**config.mk**
```make
export PLATFORM = sky130hd
export DESIGN_NAME = traffic_light_monitor
export DESIGN_NICKNAME = d
export VERILOG_FILES = /design/src/rtl/traffic_light_monitor.sv
export SDC_FILE = /design/constraint.sdc
export NUM_CORES = 1
export LEC_CHECK = 0
export ABC_AREA = 1
export CORE_ASPECT_RATIO = 0.5
export CORE_UTILIZATION = 52
export CTS_CLUSTER_SIZE = 28
export DETAILED_ROUTE_END_ITERATION = 16
export PLACE_DENSITY = 0.75
export RECOVER_POWER = 25
export SYNTH_ARGS = -nofsm -noshare
export SYNTH_HDL_FRONTEND = slang
export SYNTH_SLANG_ARGS = --single-unit
```
**constraint.sdc**
```tcl
create_clock -name clk -period 2 [get_ports clk]
set_input_delay 0.2 -clock clk [delete_from_list [all_inputs] [get_ports clk]]
set_output_delay 0.2 -clock clk [all_outputs]
set_load 0.02 [all_outputs]
```
**src/rtl/traffic_light_monitor.sv**
```systemverilog
// Safety monitor downstream of traffic_lights: passes legal lamp patterns, latches faults.
// Optional TLMON_FAULT_CNT_EN adds an 8-bit saturating fault_count output.
module traffic_light_monitor #(
   parameter int MIN_YELLOW = 3,
   parameter int MAX_GREEN  = 50,
   parameter int CNT_W      = 8
) (
   input  logic       clk,
   input  logic       reset,
   input  logic [2:0] light_1,
   input  logic [2:0] light_2,
   input  logic       clr_fault,
   output logic [2:0] safe_1,
   output logic [2:0] safe_2,
   output logic       fault,
   output logic [2:0] fault_code,
   output logic [1:0] fault_chan
`ifdef TLMON_FAULT_CNT_EN
   ,
   output logic [7:0] fault_count
`endif
);

   localparam logic [2:0] RED = 3'b100;
   localparam logic [2:0] YEL = 3'b010;
   localparam logic [2:0] GRN = 3'b001;

   localparam logic [CNT_W-1:0] CNT_MAX = {CNT_W{1'b1}};
   localparam logic [CNT_W-1:0] CNT_ONE = CNT_W'(1);
   localparam logic [CNT_W-1:0] L_MIN_Y = CNT_W'(MIN_YELLOW);
   localparam logic [CNT_W-1:0] L_GTO   = CNT_W'(MAX_GREEN - 1);

   typedef enum logic [1:0] {
      S_INIT,
      S_RUN,
      S_FAULT
   } state_t;

   state_t                r_state;
   logic [1:0][2:0]       r_cur;
   logic [1:0][2:0]       r_prev;
   logic [1:0][CNT_W-1:0] r_cnt;
   logic [2:0]            r_safe_1;
   logic [2:0]            r_safe_2;
   logic                  r_fault;
   logic [2:0]            r_code;
   logic [1:0]            r_chan;

   logic [1:0][2:0]       w_light;
   logic                  w_conf;
   logic [1:0]            w_inv;
   logic [1:0]            w_chg;
   logic [1:0]            w_ill;
   logic [1:0]            w_ysh;
   logic [1:0]            w_gto;
   logic                  w_seq;
   logic [2:0]            w_code;
   logic [1:0]            w_chan;
   logic                  w_hit;

   assign w_light = {light_2, light_1};

   // Input sample register; free-running so INIT sees real lights after reset.
   always_ff @(posedge clk) begin
      r_cur <= w_light;
   end

   // Per-channel checks on the registered sample against the previous one.
   always_comb begin
      w_inv = '0;
      w_chg = '0;
      w_ill = '0;
      w_ysh = '0;
      w_gto = '0;
      w_conf = (|r_cur[0][1:0]) && (|r_cur[1][1:0]);
      for (int i = 0; i < 2; i++) begin
         w_inv[i] = !$onehot(r_cur[i]);
         w_chg[i] = r_cur[i] != r_prev[i];
         w_ill[i] = w_chg[i] &&
                    !((r_prev[i] == GRN && r_cur[i] == YEL) ||
                      (r_prev[i] == YEL && r_cur[i] == RED) ||
                      (r_prev[i] == RED && r_cur[i] == GRN));
         w_ysh[i] = r_prev[i] == YEL && r_cur[i] == RED &&
                    r_cnt[i] != CNT_MAX && r_cnt[i] < L_MIN_Y;
         // The count belongs to the previous colour on a change, so
         // the watchdog only looks at a green that is continuing.
         w_gto[i] = r_cur[i] == GRN && !w_chg[i] &&
                    (r_cnt[i] == L_GTO || r_cnt[i] == CNT_MAX);
      end
   end

   // Lowest code wins; channel mask is the set that fired that code.
   always_comb begin
      w_seq  = r_state == S_RUN;
      w_code = '0;
      w_chan = '0;
      if (w_conf) begin
         w_code = 3'd1;
         w_chan = 2'b11;
      end else if (|w_inv) begin
         w_code = 3'd2;
         w_chan = w_inv;
      end else if (w_seq && |w_ill) begin
         w_code = 3'd3;
         w_chan = w_ill;
      end else if (w_seq && |w_ysh) begin
         w_code = 3'd4;
         w_chan = w_ysh;
      end else if (w_seq && |w_gto) begin
         w_code = 3'd5;
         w_chan = w_gto;
      end
      w_hit = w_code != 3'd0;
   end

   // Monitor FSM with registered lamp drive and sticky fault report.
   always_ff @(posedge clk) begin
      if (!reset) begin
         r_state  <= S_INIT;
         r_prev   <= '0;
         r_cnt    <= '0;
         r_safe_1 <= RED;
         r_safe_2 <= RED;
         r_fault  <= 1'b0;
         r_code   <= '0;
         r_chan   <= '0;
      end else if (r_state != S_FAULT && w_hit) begin
         r_state  <= S_FAULT;
         r_safe_1 <= RED;
         r_safe_2 <= RED;
         r_fault  <= 1'b1;
         r_code   <= w_code;
         r_chan   <= w_chan;
      end else begin
         unique case (r_state)
            S_INIT: begin
               r_state <= S_RUN;
               r_prev  <= r_cur;
               r_cnt   <= '0;
            end
            S_RUN: begin
               r_safe_1 <= r_cur[0];
               r_safe_2 <= r_cur[1];
               r_prev   <= r_cur;
               for (int i = 0; i < 2; i++) begin
                  if (w_chg[i])
                     r_cnt[i] <= CNT_ONE;
                  else if (r_cnt[i] != CNT_MAX)
                     r_cnt[i] <= r_cnt[i] + CNT_ONE;
               end
            end
            S_FAULT: begin
               if (clr_fault) begin
                  r_state <= S_INIT;
                  r_fault <= 1'b0;
                  r_code  <= '0;
                  r_chan  <= '0;
               end
            end
            default: r_state <= S_INIT;
         endcase
      end
   end

`ifdef TLMON_FAULT_CNT_EN
   logic [7:0] r_fcnt;

   // Counts FAULT entries, saturating; only reset clears it.
   always_ff @(posedge clk) begin
      if (!reset)
         r_fcnt <= '0;
      else if (r_state != S_FAULT && w_hit && r_fcnt != 8'hFF)
         r_fcnt <= r_fcnt + 8'd1;
   end

   assign fault_count = r_fcnt;
`endif

   assign safe_1     = r_safe_1;
   assign safe_2     = r_safe_2;
   assign fault      = r_fault;
   assign fault_code = r_code;
   assign fault_chan = r_chan;

endmodule

```
# Word level (Yosys, flattened, before mapping)
# Cells that the tools add are included.
# word_totals
word_cells	132
inputBits	9
out_inout_bits	12
reg_bits	42
# op_classes
bitwise	3
reduce_logical	52
order_cmp	2
addsub	6
n_mux	26
eq_ne	30
# op_table
cell	count
2-to-1 mux 8 bit	4
one-hot mux 16 bit (2 select lines)	1
2-to-1 mux 3 bit	8
logical AND 1 bit	21
2-to-1 mux 2 bit	9
adder 8 x 1 -> 8 bit, second input constant	2
equality test 8 x 6 -> 1 bit, second input constant	2
equality test 8 bit, second input constant	2
less-than comparator 8 x 2 -> 1 bit, second input constant	2
!= test 8 bit, second input constant	2
OR reduction 2 bit	8
equality test 3 x 1 -> 1 bit, second input constant	4
equality test 3 x 2 -> 1 bit, second input constant	4
equality test 3 bit, second input constant	4
AND reduction 2 bit	4
equality test 2 x 1 -> 1 bit, second input constant	3
logical NOT 1 bit	6
logical OR 1 bit	6
!= test 3 x 2 -> 1 bit, second input constant	2
!= test 3 bit	2
one-hot mux 2 bit (3 select lines)	1
AND reduction 3 bit	2
nonzero test 2 bit	3
adder 1 x 1 -> 2 bit	2
9 further kinds	15

# Longest topological paths before layout
# Gate-level depths: netlist of the first run.
# depth
ltp_word	15
mapped_depth	18
ltp_nobuf	17

# Worst setup path before layout of the first run
# No wires, ideal clock.
# synth_timing
path_type	flip-flop to flip-flop
start	register r_cur[3] (netlist name)
end	register r_prev[1] (netlist name)
n_path_buf	1
setup_time_ns	0.113
period_less_slack_ns	2.168
arrival_time_ns	2.056
path_stages_with_launch	13
path_slack_ns	-0.168
required_ns	1.887
cell_sequence	dfxtp_1 > inv_2 > fa_1 > nor2_1 > inv_1 > nor2_1 > a21boi_4 > nand2_4 > nor2_4 > nand2_4 > buf_6 > nor2_1 > nor2_1
# synth_between
elab_chain_cells	15
elab_cells_between_ends	38
classes_between	add/sub: 2; eq/ne: 5; mux: 5; bitwise: 1; reduce/logical: 25
# synth_rtl
item	line	text
from (decl)	40	logic [1:0][2:0] r_cur;
from (signal assigned)	65	r_cur <= w_light;
!= test 3 bit (tied with other cells)	78	w_chg[i] = r_cur[i] != r_prev[i];
logical NOT 1 bit (tied with other cells)	87	w_gto[i] = r_cur[i] == GRN && !w_chg[i] &&
logical AND 1 bit or logical OR 1 bit (tied branches)	87, 80	
logical AND 1 bit or logical OR 1 bit (tied branches)	87, 81	
OR reduction 2 bit or logical NOT 1 bit (tied branches)	109, 80	
logical AND 1 bit, on equally long branches	109, 79	
2-to-1 mux 3 bit or OR reduction 2 bit (tied branches)	109, 103	
2-to-1 mux 3 bit or logical AND 1 bit (tied branches)	106, 103	
2-to-1 mux 3 bit	103	end else if (w_seq && |w_ill) begin
2-to-1 mux 3 bit	100	end else if (|w_inv) begin
2-to-1 mux 3 bit *	97	if (w_conf) begin
nonzero test 3 bit *	113	w_hit = w_code != 3'd0;
logical AND 1 bit *	127	end else if (r_state != S_FAULT && w_hit) begin
inverter 1 bit (no line) *	-	
AND reduction 2 bit (no line) *	-	
to (signal assigned)	138	r_prev <= r_cur;
to (signal assigned)	144	r_prev <= r_cur;
to (decl)	41	logic [1:0][2:0] r_prev;
# Mark *: on every way between the ends. The rest lies on a longest branch, timed or not.
# A chain may end at the register's enable or synchronous reset.

# Final worst setup path of the first run
# layout_timing
start	register r_cur[3] (netlist name)
end	register r_prev[0] (netlist name)
# The elaborated chain is that of the path after synthesis.

==> results of run 1 <==
==> cell families (layout without fill, tap and decap cells) <==
logic type	after synthesis	in the layout
XOR/XNOR	12	12
AND/OR/NAND/NOR	228	230
buffers and inverters	55	122
adder cells (fa/ha/maj)	6	6
flip-flops	42	42
AO/OA/AOI/OAI	34	34
==> cell usage in the layout (no fill, tap or decap), types with 6 or more instances in the layout <==
master	netlist	routed
nand3_1	19	18
clkdlybuf4s50_1	0	16
nand2_2	6	7
xnor2_1	8	8
clkbuf_8	1	6
nand4_1	23	23
nor2_1	64	57
dfxtp_2	0	10
a21oi_1	21	17
buf_4	4	41
inv_2	6	8
o21ai_0	7	6
nor2_2	5	9
nand2_1	90	88
dfxtp_1	42	32
nor3_1	6	6
buf_6	2	7
inv_1	38	35
==> metal layers <==
metal | track usage [%] | wire length [um]
met5 | 0 | 0
met3 | 5.242 | 452
met4 | 9.903 | 125
met1 | 34.75 | 3102
met2 | 45.58 | 3301
==> report_power, final <==
part	leakage [nW]	switching, mW	total, mW	internal (mW)
Sequential	0.345	0.0186	0.878	0.859
Combinational	1.05	0.218	0.387	0.169
Clock	0.0482	0.319	0.599	0.280
Total	1.44	0.556	1.86	1.31
==> path summary, 6_finish.rpt <==
kind	endpoint	start	cells past startpoint	slack [ns]
worst max-delay path	r_prev[0]$_SDFFE_PN0P_	r_cur[3]$_DFF_P_	12	-0.16
worst max register to register	r_prev[0]$_SDFFE_PN0P_	r_cur[3]$_DFF_P_	12	-0.16
worst min register to register	r_cnt[11]$_SDFFE_PN0P_	r_cnt[11]$_SDFFE_PN0P_	2	0.49
worst min-delay path	r_cur[5]$_DFF_P_	light_2[2]	1	0.34
==> area by class of cell <==
class | instances | area share, %
Clock buffer | 7 | 2.507
Clock inverter | 1 | 0.1453
Inverter | 44 | 4.869
Multi-Input combinational cell | 282 | 47.09
Sequential cell | 42 | 24.78
Tap cell | 66 | 2.398
Timing Repair Buffer | 70 | 18.20
==> critical path, stage by stage, from the launching register on <==
cell and delay [ns]:
dfxtp_2 0.35, inv_2 0.04, fa_1 0.48, nor2_2 0.14, inv_2 0.08, nor2_4 0.09
a21boi_4 0.21, nand2_4 0.12, nor2_4 0.21, nand2_2 0.16, nand2_1 0.09, nand2_1 0.05
nor2_1 0.08
==> flip-flops by register name, indices dropped and copies added, names as in the netlist <==
register	flops
r_cur	6
fault	1
fault_chan	2
safe_2	3
r_state	2
r_prev	6
safe_1	3
fault_code	3
r_cnt	16
==> cell usage after synthesis (2+ instances only) <==
cell type and number:
dfxtp_1 42, nor2_2 5, ha_1 4, a21oi_1 21
nor2_1 64, nand2_2 6, fa_1 2, nand2_4 5
clkbuf_1 3, buf_6 2, nand2_1 90, nor3_2 2
nand4_1 23, nor3_1 6, xnor2_1 8, xor2_1 4
inv_1 38, o211ai_1 2, nand3_2 5, nand3_1 19
inv_2 6, buf_4 4, o21ai_0 7
==> per-stage QoR <==
stage          std cells  worst slack, ns
3_3_place_gp         495         -0.03302
4_1_cts              507         -0.09248
3_5_place_dp         495          -0.1308
6_report             512          -0.1558
2_1_floorplan        377         -0.04050
5_1_grt              512          -0.2914
==> what timing repair did <==
action,4_1_cts,5_1_grt
hold endpoints to repair,0,0
cloned,1,1
setup endpoints to repair,34,36
gates resized for setup,22,18
buffers inserted,3,4
pin swaps,17,4
==> flow_summary_export.csv, run 1 <==
group,metric,value,unit
detailed_routing,vias,2729,
sta,skew,0.005411,ns
floorplan,floorplan.initialDensity,56.17,%
logic_synthesis,synthXorXnorAreaFrac,4.092,%
cts,cts_tree,"done",
logic_synthesis,synth.largest_area_cell,"dfxtp_1",
sta,max_slew_margin,58.22,%
sta,timing_hold_violations_final,0,
global_route,grt_overflow,0,
floorplan,ios,21,
finish,drive_above_1_share,27.13,%
flow_run,drv_cap,0,
sta,tns,-3.427,ns
place,port-buffer-count,20,
detailed_routing,drt-wirelength-per-cell,13.64,um
logic_synthesis,yosys.area_share.adder,3.507,%
cts,cts.sinks,42,
finish,nets,460,
sta,tightest_slew,0.6244,ns
global_route,grt_pass1_vias,2380,
sta,setup_viol,35,
cts,cts_buffers,5,
finish,fin_util,75.29,%
global_route,grt_max_degree,22,
logic_synthesis,synth_edf_count,0,
global_route,antenna_found_initial,0,
global_route,grt_pass1_wl,10770,um
logic_synthesis,yosysWarnings,0,
cts,clockRootBuffer,"clkbuf_8",
floorplan,die_w,101.4,um
floorplan,core-area,4573,um^2
finish,nFillCells,327,
detailed_routing,wl,6982,um
sta,fin_crit,2.156,ns
setup_path,crit_path_end_kind,"flop",
sta,max_clock_freq,463.9,MHz
floorplan,rows,17,
detailed_routing,drtIter0Drc,197,
sta,setup_slack,-0.1558,ns
power,power,1.864,mW
detailed_routing,final_antenna_net_count,0,
sta,holdWs,0.3383,ns
logic_synthesis,synth.ff_latch_count,42,
logic_synthesis,synth-simple-area-share,42.08,%
finish,multi_input_area,1622,um^2
sta,rsz0062_at_grt,"yes",
finish,seq_area,853.3,um^2
setup_path,critPathLaunchType,"flop",
outcome,violations,"negative setup slack",
logic_synthesis,muxShareOfSynthArea,0,%
logic_synthesis,syn_nets,392,
power,power.leakage,1.443,nW
global_route,grtUsageTotal,26.99,%
cts,clk-insertion-delay-late,0.30,ns
logic_synthesis,netlist_area,2569,um^2
power,power.density,541.3,nW/um^2
sta,finalCritPeriodShare,107.8,%
cts,path_clk_slew,0.09,ns
power,ir_drop,462.2,uV
finish,fin_area,3443,um^2
logic_synthesis,synth.avg_cell_area,6.814,um^2
place,hpwlAfterDp,4781,um
setup_path,crit_arrival,2.40,ns
finish,area_growth,34.05,%
logic_synthesis,synth_cell_types,32,
hold_path,hp-class,"in -> reg",
setup_path,crit_type,"reg -> reg",
detailed_routing,first_pass_iters,4,
logic_synthesis,synth.top_cells.by_area,"dfxtp_1, nand2_1, nor2_1, nand4_1, inv_1",
place,placed_area,3117,um^2
outcome,status,"finished, violations left",
logic_synthesis,ys.flop_type,"dfxtp_1",
cts,clockBufferDepth,2,
floorplan,dieArea,5242,um^2
finish,antenna_cells,0,
setup_path,critPathMaxFanout,6,
detailed_routing,drc,0,
logic_synthesis,yosysTopAreaCellShare,32.73,%
logic_synthesis,synth_top_family_by_area,"simple AND/OR/NAND/NOR gates",
floorplan,fp.dieH,51.70,um
cts,cts_hold_buf,0,
sta,slew_violations,0,
place,place_congestion,0.9135,
detailed_routing,viasPerCell,5.330,
logic_synthesis,ys_async_sr_fraction,0,%
setup_path,crit_required,2.24,ns
cts,htree_num_levels,2,
logic_synthesis,synthCells,377,
logic_synthesis,yosysSeqAreaShare,32.73,%
logic_synthesis,synth_compound_area_share,7.940,%
Power figures use the tool's default switching activity.
==> run 2, diff against run 1 <==
CTS_CLUSTER_SIZE = 16   (was 28)
==> results of run 2 <==
Same layout as run 1: the final DEF is identical, and so are final timing and power.
==> RTL change 1 (config.mk and constraints of run 2) <==
Change the parameter `CNT_W` from 8 to 10.
--- a/src/rtl/traffic_light_monitor.sv
+++ b/src/rtl/traffic_light_monitor.sv
@@ -3,7 +3,7 @@
 module traffic_light_monitor #(
    parameter int MIN_YELLOW = 3,
    parameter int MAX_GREEN  = 50,
-   parameter int CNT_W      = 8
+   parameter int CNT_W      = 10
 ) (
    input  logic       clk,
    input  logic       reset,
Behaviour: no difference found for any inputs over 10 cycles, from zero or initial values and one cycle with reset low; that may be too few to reach the edited logic, so the function may still have changed.
==> RTL change 1 against run 2 <==
The flow still finishes with violations (setup timing). Routed wire length grew 31%. Combinational power grew 75%. Synthesized area grew 9.8%. Via count grew 21%. Worst setup slack lost 67 ps. Critical path type unchanged. Sequential cell count grew 4. Power grew 31%. Clock skew grew 1.1 ps. Critical endpoint is now r_cnt[16]. Global-route usage grew 0.59 points. Fmax shrank 3.0%. Non-clock buffer count grew 10. Sequential power grew 17%. Largest power group unchanged. Design area grew 17%.
==> RTL change 1: results (changes against run 2) <==
- Status: finished with violations (unchanged)
- Failing checks: setup timing (unchanged)
- Final setup fails: 35 (unchanged)
- Met2 usage: 45.1% (was 45.6%)
- Final clock-cell share: 2.73% (was 2.65%)
- Pleak: 1.80 nW (was 1.44 nW)
- Synth Area per Inst: 6.27 µm² (was 6.81 µm²)
- Synth top area cells: dfxtp_1 (33%), nand2_1 (17%), nor2_1 (10%), inv_1 (8.0%), nand3_1 (6.2%) (was dfxtp_1 (33%), nand2_1 (13%), nor2_1 (9.4%), nand4_1 (5.6%), inv_1 (5.6%))
- #MultiIn Comb: 328 (was 282)
- Fraction of area in multi-input gates: 47.2% (was 47.1%)
- Clock buf count: 6 (was 7)
- Worst-margin pin slew: 515 ps (was 624 ps)
- CTS resizes: 31 (was 22)
- RePlAce Congestion: 0.855 (was 0.914)
- GR Util All Layers: 27.6% (was 27.0%)
- Hpwl dp: 4.90 mm (was 4.78 mm)
- Routed met1 length: 3.86 mm (was 3.10 mm)
- Share of cells above drive strength 1: 32.0% (was 27.1%)
- Routed wire length: 9.16 mm (was 6.98 mm)
- DR pass1 iterations: 5 (was 4)
- Non-clock buffer share: 18.2% (about the same)
- Clk_skew: 6.50 ps (was 5.41 ps)
- RR Endpoint: r_cnt[16] (was r_prev[0])
- Drt first-iter violations: 221 (was 197)
- Worst R2R Start: r_cnt[1] (was r_cur[3])
- Vias in the first global route: 2737 (was 2380)
- First-pass GRT wire length: 12.1 mm (was 10.8 mm)
- Final hold slack: 316 ps (was 338 ps)
- Worst-path fanout max: 7 (was 6)
- GR Layer Usage met1: 35.3% (was 34.7%)
- Synthesized flop and latch total: 46 (was 42)
- Largest net degree at the start of global routing: 18 (was 22)
- Final core utilization: 79.7% (was 75.3%)
- Dpl cell area: 3380 µm² (was 3120 µm²)
- Met3 Use GR: 7.38% (was 5.24%)
- Post-route setup slack: -222 ps (was -156 ps)
- Synth cell count leaders: nand2_1 (128), nor2_1 (76), inv_1 (60), dfxtp_1 (46), nand3_1 (35) (was nand2_1 (90), nor2_1 (64), dfxtp_1 (42), inv_1 (38), nand4_1 (23))
- Inverters: 69 (was 44)
- R2R cell count: 16 (was 12)
- Register area share after synthesis: 32.7% (about the same)
- Post-CTS setup buffer count: 8 (was 3)
- Synth Area in Compound Gates: 5.46% (was 7.94%)
==> RTL change 1: cell types whose count changed after synthesis, moves of 3 or more <==
cell	change
nand3_1	+16
nand2_4	-3
inv_2	+3
dfxtp_1	+4
a21oi_1	-7
inv_1	+22
nor2_1	+12
nand2_1	+38
xnor2_1	-7
nand3b_1	+3
nor3_1	-6
nand3_2	-3
==> RTL change 1: how the worst max path moves through the flow <==
stage              start         to  slack (ps)  depth (start not counted)
6_report        r_cnt[1]  r_cnt[16]        -220                         16
5_1_grt        r_cnt[10]  r_cnt[16]        -300                         17
2_1_floorplan   r_cur[3]  r_cnt[11]         0.5                         11
4_1_cts         r_cur[3]  r_cnt[15]         -20                         12
3_5_place_dp    r_cur[0]  r_cnt[19]        -180                         16
3_3_place_gp    r_cur[0]  r_cnt[10]        -190                         15
==> RTL change 1: power by group <==
part,internal (mW),total [mW],switching (mW)
Clock,0.374,0.725,0.352
Combinational,0.275,0.679,0.404
Sequential,0.974,1.03,0.0589
Total,1.62,2.44,0.814
==> RTL change 2 (settings of run 2) <==
Without the edit above. Add an input register stage for `light_1`, `light_2` and `clr_fault`, without a reset; this delays them by one clock.
--- a/src/rtl/traffic_light_monitor.sv
+++ b/src/rtl/traffic_light_monitor.sv
@@ -36,6 +36,16 @@
       S_FAULT
    } state_t;
 
+   logic [2:0] light_1_q;
+   logic [2:0] light_2_q;
+   logic clr_fault_q;
+
+   always_ff @(posedge clk) begin
+      light_1_q   <= light_1;
+      light_2_q   <= light_2;
+      clr_fault_q <= clr_fault;
+   end
+
    state_t                r_state;
    logic [1:0][2:0]       r_cur;
    logic [1:0][2:0]       r_prev;
@@ -58,7 +68,7 @@
    logic [1:0]            w_chan;
    logic                  w_hit;
 
-   assign w_light = {light_2, light_1};
+   assign w_light = {light_2_q, light_1_q};
 
    // Input sample register; free-running so INIT sees real lights after reset.
    always_ff @(posedge clk) begin
@@ -150,7 +160,7 @@
                end
             end
             S_FAULT: begin
-               if (clr_fault) begin
+               if (clr_fault_q) begin
                   r_state <= S_INIT;
                   r_fault <= 1'b0;
                   r_code  <= '0;
Check against the original RTL: not equivalent (a bounded check fails within 4 cycles, from zero or initial values and one cycle with reset low).
==> RTL change 2 against run 2 <==
The run still ends with setup timing left. Sequential cell count rose by 7. Worst setup slack got worse by 70 ps. Critical path depth did not move. Power rose by 20%. Design area rose by 7.5%. Clock power rose by 1%. Combinational power rose by 41%. Routed wire length rose by 5.7%. Core utilization fell by 2.2 points. Synthesized area rose by 9.3%. Cell count rose by 8.0%. Critical path type unchanged. Largest cell class unchanged.
==> RTL change 2: results (changes against run 2) <==
- Post-CTS setup buffer count: 4 (was 3)
- Hpwl dp: 5.09 mm (was 4.78 mm)
- Pleak: 1.68 nW (was 1.44 nW)
- Met2 WL: 3.63 mm (was 3.30 mm)
- Worst-path fanout max: 7 (was 6)
- Seq_cells: 49 (was 42)
- Final clock-cell share: 2.40% (was 2.65%)
- Inverters: 64 (was 44)
- GR Util All Layers: 25.5% (was 27.0%)
- Vias in the first global route: 2565 (was 2380)
- #MultiIn Comb: 290 (was 282)
- Clock buf count: 6 (was 7)
- Non-clock buffer share: 17.2% (was 18.2%)
- Combinational share of power: 24.5% (was 20.8%)
- RePlAce Congestion: 0.913 (was 0.914)
- Post-Synthesis Cells: 408 (was 377)
- Routed met1 length: 3.18 mm (was 3.10 mm)
- Multi-input gate area: 1650 µm² (was 1620 µm²)
- GR Layer Usage met1: 29.9% (was 34.7%)
- Status: finished with violations (unchanged)
- Final setup fails: 36 (was 35)
- Switching share of power: 32.2% (was 29.8%)
- Dpl cell area: 3390 µm² (was 3120 µm²)
- Arr. time, crit path: 2440 ps (was 2400 ps)
- Failing checks: setup timing (unchanged)
- Die Area: 5720 µm² (was 5240 µm²)
- Place WS: -143 ps (was -131 ps)
- Syn_nets: 424 (was 392)
- Cell count after placement: 533 (was 495)
- Synth cell count leaders: nand2_1 (107), nor2_1 (55), inv_1 (53), dfxtp_1 (49), nand3_1 (25) (was nand2_1 (90), nor2_1 (64), dfxtp_1 (42), inv_1 (38), nand4_1 (23))
- Met2 usage: 48.3% (was 45.6%)
- Synth top area cells: dfxtp_1 (35%), nand2_1 (14%), nor2_1 (7.4%), inv_1 (7.1%), nand3_1 (4.5%) (was dfxtp_1 (33%), nand2_1 (13%), nor2_1 (9.4%), nand4_1 (5.6%), inv_1 (5.6%))
- Share of cells above drive strength 1: 26.9% (was 27.1%)
- Largest net degree at the start of global routing: 17 (was 22)
- Nets: 498 (was 460)
- Flip-flop and latch area: 996 µm² (was 853 µm²)
- PnR Total Power: 2.23 mW (was 1.86 mW)
- Met3 wire length: 425 µm (was 452 µm)
- Post-route setup slack: -226 ps (was -156 ps)
- FILL cells: 383 (was 327)
- Setup TNS Final: -6180 ps (was -3430 ps)
- Post-synth cell types: 33 (was 32)
- Clock power share: 27.2% (was 32.1%)
- Worst IR drop on VDD: 364 µV (was 462 µV)
==> RTL change 2: worst max-delay path: cells and delay by family, from the launching register on <==
kind / cells / cell delay, ps
AOI/OAI and AO/OA: 2 / 230
adders and majority gates: 1 / 470
buffers and inverters: 3 / 170
DFF: 1 / 350
and+or+nand+nor: 6 / 890
==> RTL change 2: cells by family after synthesis <==
group           share of synthesized area (%)
simple gates                             41.2
buf+inv                                  11.0
flops                                    34.9
compound gates                           7.00
xor+xnor                                 2.18
fa+ha+maj                                3.65
==> RTL change 2: worst paths after layout <==
path                              startpoint      endpoint  slack [ps]
worst min-delay path              light_2[2]  light_2_q[2]         330
worst max register to register      r_cur[3]     r_prev[0]        -230
worst min register to register  light_1_q[1]      r_cur[1]         330
worst max-delay path                r_cur[3]     r_prev[0]        -230
